<file path="config.mk">
export PLATFORM = sky130hd
export DESIGN_NAME = spi_byte_sequencer
export DESIGN_NICKNAME = d
export VERILOG_FILES = /design/src/rtl/spi_byte_sequencer.sv
export SDC_FILE = /design/constraint.sdc
export NUM_CORES = 1
export LEC_CHECK = 0
export ABC_AREA = 1
export CORE_ASPECT_RATIO = 0.8
export CORE_MARGIN = 5
export CORE_UTILIZATION = 55
export CTS_BUF_LIST = sky130_fd_sc_hd__clkbuf_8
export CTS_CLUSTER_DIAMETER = 150
export DETAILED_ROUTE_END_ITERATION = 6
export DONT_BUFFER_PORTS = 1
export PLACE_DENSITY = 0.8
export SYNTH_ARGS = -nofsm -noshare
export SYNTH_HDL_FRONTEND = slang
export SYNTH_SLANG_ARGS = --single-unit
</file>
<file path="constraint.sdc">
create_clock -name clk -period 2.9 [get_ports clk]
set_input_delay 0.58 -clock clk [delete_from_list [all_inputs] [get_ports clk]]
set_output_delay 0.58 -clock clk [all_outputs]
set_load 0.005 [all_outputs]
</file>
<file path="src/rtl/spi_byte_sequencer.sv">
// Feeds single-byte SPI driver transactions from a TX FIFO and returns each received byte
// through a first-word-fall-through RX FIFO, with inter-byte gap and per-phase timeout.
module spi_byte_sequencer #(
    parameter int DEPTH      = 4,
    parameter int GAP_CYCLES = 2,
    parameter int TIMEOUT    = 64
) (
    input  logic                       clk,
    input  logic                       rst,
    input  logic [7:0]                 tx_data,
    input  logic                       tx_valid,
    output logic                       tx_ready,
    output logic [7:0]                 rx_data,
    output logic                       rx_valid,
    input  logic                       rx_ready,
    output logic [7:0]                 drv_data_in,
    output logic                       drv_start,
    input  logic                       drv_en,
    input  logic [7:0]                 drv_data_out,
    input  logic                       err_clr,
    output logic                       busy,
    output logic                       timeout_err,
    output logic [$clog2(DEPTH):0]     tx_level,
    output logic [$clog2(DEPTH):0]     rx_level,
    output logic [2:0]                 dbg_state
);

    localparam int AW = $clog2(DEPTH);
    localparam int LW = AW + 1;
    localparam int TW = $clog2(TIMEOUT);
    localparam int GW = (GAP_CYCLES > 1) ? $clog2(GAP_CYCLES) : 1;

    // Handshakes: a transfer happens on a rising edge where valid && ready are both high;
    // ready/valid outputs depend only on registered levels, never on the partner's signal.

    typedef enum logic [2:0] {
        IDLE      = 3'd0,
        START     = 3'd1,
        WAIT_EN   = 3'd2,
        WAIT_DONE = 3'd3,
        CAPTURE   = 3'd4,
        GAP       = 3'd5,
        ERR       = 3'd6
    } state_t;

    state_t          state_q, state_d;
    logic [TW-1:0]   timer_q, timer_d;
    logic [GW-1:0]   gap_q, gap_d;
    logic [7:0]      drv_data_q, drv_data_d;
    logic            err_q, err_d;
    logic            load;

    // ---------------- TX FIFO ----------------
    logic [7:0]      tx_mem_q [DEPTH];
    logic [AW-1:0]   tx_wr_q, tx_rd_q;
    logic [LW-1:0]   tx_level_q;
    logic            tx_push, tx_pop;

    assign tx_ready = (tx_level_q != LW'(DEPTH));
    assign tx_push  = tx_valid && tx_ready;
    assign tx_pop   = load;
    assign tx_level = tx_level_q;

    always_ff @(posedge clk) begin
        if (tx_push) begin
            tx_mem_q[tx_wr_q] <= tx_data;
        end
    end

    always_ff @(posedge clk or negedge rst) begin
        if (!rst) begin
            tx_wr_q    <= '0;
            tx_rd_q    <= '0;
            tx_level_q <= '0;
        end else begin
            if (tx_push) tx_wr_q <= tx_wr_q + 1'b1;
            if (tx_pop)  tx_rd_q <= tx_rd_q + 1'b1;
            case ({tx_push, tx_pop})
                2'b10:   tx_level_q <= tx_level_q + 1'b1;
                2'b01:   tx_level_q <= tx_level_q - 1'b1;
                default: tx_level_q <= tx_level_q;
            endcase
        end
    end

    // ---------------- RX FIFO ----------------
    logic [7:0]      rx_mem_q [DEPTH];
    logic [AW-1:0]   rx_wr_q, rx_rd_q;
    logic [LW-1:0]   rx_level_q;
    logic            rx_push, rx_pop;

    assign rx_valid = (rx_level_q != '0);
    assign rx_pop   = rx_valid && rx_ready;
    assign rx_push  = (state_q == CAPTURE);
    assign rx_level = rx_level_q;
    // Empty FIFO presents zero so the head never shows stale or unwritten storage.
    assign rx_data  = rx_valid ? rx_mem_q[rx_rd_q] : 8'h00;

    always_ff @(posedge clk) begin
        if (rx_push) begin
            rx_mem_q[rx_wr_q] <= drv_data_out;
        end
    end

    always_ff @(posedge clk or negedge rst) begin
        if (!rst) begin
            rx_wr_q    <= '0;
            rx_rd_q    <= '0;
            rx_level_q <= '0;
        end else begin
            if (rx_push) rx_wr_q <= rx_wr_q + 1'b1;
            if (rx_pop)  rx_rd_q <= rx_rd_q + 1'b1;
            case ({rx_push, rx_pop})
                2'b10:   rx_level_q <= rx_level_q + 1'b1;
                2'b01:   rx_level_q <= rx_level_q - 1'b1;
                default: rx_level_q <= rx_level_q;
            endcase
        end
    end

    // ---------------- Sequencer FSM ----------------
    always_ff @(posedge clk or negedge rst) begin
        if (!rst) begin
            state_q    <= IDLE;
            timer_q    <= '0;
            gap_q      <= '0;
            drv_data_q <= 8'h00;
            err_q      <= 1'b0;
        end else begin
            state_q    <= state_d;
            timer_q    <= timer_d;
            gap_q      <= gap_d;
            drv_data_q <= drv_data_d;
            err_q      <= err_d;
        end
    end

    always_comb begin
        state_d = state_q;
        load    = 1'b0;
        case (state_q)
            IDLE: begin
                // Only launch when the eventual capture is guaranteed an RX slot.
                if ((tx_level_q != '0) && (rx_level_q < LW'(DEPTH))) begin
                    load    = 1'b1;
                    state_d = START;
                end
            end
            START: state_d = WAIT_EN;
            WAIT_EN: begin
                if (drv_en) begin
                    state_d = WAIT_DONE;
                end else if (timer_q == TW'(TIMEOUT - 1)) begin
                    state_d = ERR;
                end
            end
            WAIT_DONE: begin
                if (!drv_en) begin
                    state_d = CAPTURE;
                end else if (timer_q == TW'(TIMEOUT - 1)) begin
                    state_d = ERR;
                end
            end
            CAPTURE: state_d = (GAP_CYCLES == 0) ? IDLE : GAP;
            GAP: begin
                if (int'(gap_q) >= GAP_CYCLES - 1) begin
                    state_d = IDLE;
                end
            end
            ERR: begin
                if (err_clr) begin
                    state_d = IDLE;
                end
            end
            default: state_d = IDLE;
        endcase
    end

    // Timer and gap counter restart on every state change.
    always_comb begin
        timer_d    = timer_q;
        gap_d      = gap_q;
        drv_data_d = drv_data_q;
        err_d      = err_q;
        if (state_d != state_q) begin
            timer_d = '0;
            gap_d   = '0;
        end else begin
            if ((state_q == WAIT_EN) || (state_q == WAIT_DONE)) timer_d = timer_q + 1'b1;
            if (state_q == GAP) gap_d = gap_q + 1'b1;
        end
        if (load) drv_data_d = tx_mem_q[tx_rd_q];
        if ((state_d == ERR) && (state_q != ERR)) begin
            err_d = 1'b1;
        end else if ((state_q == ERR) && err_clr) begin
            err_d = 1'b0;
        end
    end

    assign drv_start   = (state_q == START);
    assign drv_data_in = drv_data_q;
    assign busy        = (state_q != IDLE);
    assign timeout_err = err_q;
    assign dbg_state   = state_q;

endmodule

</file>
==> out/results.ini <==
[critical_path]
cp_slowest_stage_delay_ns=0.73
critPathKind=reg2out
arrival_ns=1.75
cp_cell_sequence=inv_2, o21ai_0, a21oi_1
critPathLaunch=rx_rd_q[0]
endpoint=rx_data[4]
r2r-end=tx_level[2]
critical_path_required_ns=2.32
rrSetupSlack_ns=0.75
cp-end-kind=output pin
startpoint_type=flip-flop
worst_path_max_delay_cell=dfrtp_1
r2r_cells=9
cp_max_fo=18
reg2reg_from=dbg_state[1]

[clock_tree]
ctsResizeCount=0
clkSlewWorstSetupHoldPaths_ns=0.10
cts_tree=yes
cts_buffer_depth=2
cts_sinks=97
cts_root_buf=clkbuf_8
ctsHtreeMaxLevel=3
cts_setup_buffers=0
clk_latency_ns=0.37
cts_made_buffers=9

[yosys]
seq_area_frac_synth=0.642
synth_nets=412
yosys_warnings=0
ys_types=34
postSynthCellCount=377
synth.avg_cell_area_sq_um=11.4
ys_seq_elements=97
syn_area_sq_um=4280

[global_routing]
first_global_vias=2611
grt_max_degree=34
antenna_found_initial=0
track_usage=0.178
grt.overflow.total=0
grt_pass1_wl_microns=12800

[drt]
totalWireLength_microns=7980
wl_per_cell_microns=16.3
via_per_inst=5.39
drt_first_pass_iters=4
ant_nets=0
num_vias=2641
post-route-drc-count=0
first_iter_violations=109

[sta]
hold_violations=0
fin_crit_ns=2.33
grt_setup_unrepaired=false
relSlewSlack=0.443
skew_ns=0.0134
setup_violations=0
final.setup.tns_ns=0
worstMarginPinSlew_ns=0.832
hold_slack_ns=0.0370
final_max_slew_viol_count=0
post-route-period-util=0.802
setup_slack_ns=0.575
clock.fmax_ghz=0.430

[finish]
nets=415
fillers=613
final_util=0.614
drive_above_1_share=0.122
areaGrowthSynthToFinish_pct=7.54
antennaDiodeCount=0

[die]
start_util=0.571
core-area_sq_um=7500
rows=28
dieArea_sq_um=9660
boundaryPins=52
die_x_microns=109
fp.dieH_microns=88.9

[place]
hpwl_microns=5570
gp_congestion=0.889
preCtsSetupSlack_ns=0.759
port_buffers=0

[job]
drv_cap=0

[status]
status=complete, no violations

[power_and_ir_drop]
power.density_nw_per_um2=1000
total_power_uw=4620
ir_worst_vdd_mv=0.469
leakage_uw=0.00176

[min_path]
hold_path.class=in2async

how the worst min path moves through the flow:
stage                     from              to  slack [ns]  cells past startpoint
final                      rst  drv_data_in[4]        0.04                      1
after global routing       rst  drv_data_in[4]        0.02                      1
after CTS                  rst  drv_data_in[4]        0.03                      1
after detailed placement   rst     rx_level[0]        0.29                      0
after global placement     rst     rx_level[0]        0.29                      0
after floorplan            rst    dbg_state[0]        0.28                      0
final cells by class:
class                      count  area, sq um  share of cell area
tap                          105          131              0.0285
clock inverter                 7         93.8              0.0204
sequential                    97         2750               0.597
timing repair buffer           3         35.0             0.00761
clock buffer                   9          124              0.0269
inverter                      36          138              0.0299
multi-input combinational    233         1330               0.290
critical path: cells and delay by family, from the launching register on:
family                 cells  cell delay, ns
flip-flops                 1            0.73
AO/OA/AOI/OAI              2            0.40
buffers and inverters      1            0.25
cells in the mapped netlist (all sizes together):
library cell,count,area share
nand4,2,0.0029
nand2,21,0.022
dfrtp,33,0.19
inv,35,0.031
a21oi,12,0.014
edfxtp,64,0.45
nand3b,1,0.0018
clkbuf,3,0.0026
o31ai,1,0.0018
a31oi,9,0.017
nor2,97,0.089
mux2i,1,0.0023
ha,11,0.032
nor3,9,0.020
clkinv,1,0.00088
fa,2,0.0094
xor2,10,0.020
buf,8,0.012
nand3,14,0.026
o21ai,39,0.046
xnor2,4,0.0082
report_power, final:
group          internal, uW  leakage (uW)  switching (uW)  total (uW)
logic                   538      0.000671            1020        1560
clock network           423      0.000107             498         922
registers              1800      0.000979             338        2140
registers in the layout, summed over array words and instances (netlist names):
signal / count
timeout_err: 1
tx_mem_q: 32
rx_mem_q: 32
tx_rd_q: 2
rx_level: 3
timer_q: 6
gap_q: 1
tx_level: 3
drv_data_in: 8
rx_wr_q: 2
tx_wr_q: 2
dbg_state: 3
rx_rd_q: 2
metal layers:
| layer | global-route usage | routed length (microns) | up-vias |
|---|---|---|---|
| met1 | 0.216 | 3440 | 1287 |
| met2 | 0.302 | 3950 | 65 |
| met5 | 0 | 0 | - |
| met3 | 0.0650 | 468 | 18 |
| li1 | - | - | 1271 |
| met4 | 0.0550 | 126 | 0 |
per-stage QoR:
step	instances	area, sq um
after global routing	490	4600
after CTS	490	4600
after detailed placement	473	4360
after global placement	473	4360
final	490	4600
after floorplan	377	4280
kinds of logic after synthesis:
| family | Yosys count | synth area share |
|---|---|---|
| AOI/OAI and AO/OA | 61 | 0.0781 |
| DFF | 97 | 0.642 |
| xor gates and xnor gates | 14 | 0.0287 |
| buffers and inverters | 47 | 0.0465 |
| muxes | 1 | 0.00234 |
| adders and majority gates | 13 | 0.0415 |
| and+or+nand+nor | 144 | 0.161 |
cells in the final DEF (no fill, tap or decap), types with 3 or more instances in the layout:
| cell type | Yosys | final |
|---|---|---|
| inv_2 | 3 | 3 |
| inv_1 | 31 | 31 |
| xnor2_1 | 4 | 4 |
| nand2_1 | 15 | 15 |
| dfrtp_1 | 33 | 33 |
| a21oi_1 | 12 | 12 |
| a31oi_1 | 8 | 8 |
| xor2_1 | 10 | 10 |
| ha_1 | 11 | 11 |
| o21ai_0 | 38 | 38 |
| clkbuf_8 | 0 | 9 |
| nor2_2 | 3 | 3 |
| nand2_2 | 6 | 6 |
| edfxtp_1 | 64 | 64 |
| nor3_2 | 8 | 8 |
| nand3_1 | 9 | 9 |
| nor2_1 | 93 | 93 |
| nand3_2 | 3 | 3 |
what timing repair did:
item	4_1_cts	5_1_grt
hold buffers	1	0
endpoints found under the hold margin	33	0
endpoints found under the setup margin	0	0
(Power assumes the default switching activity.)
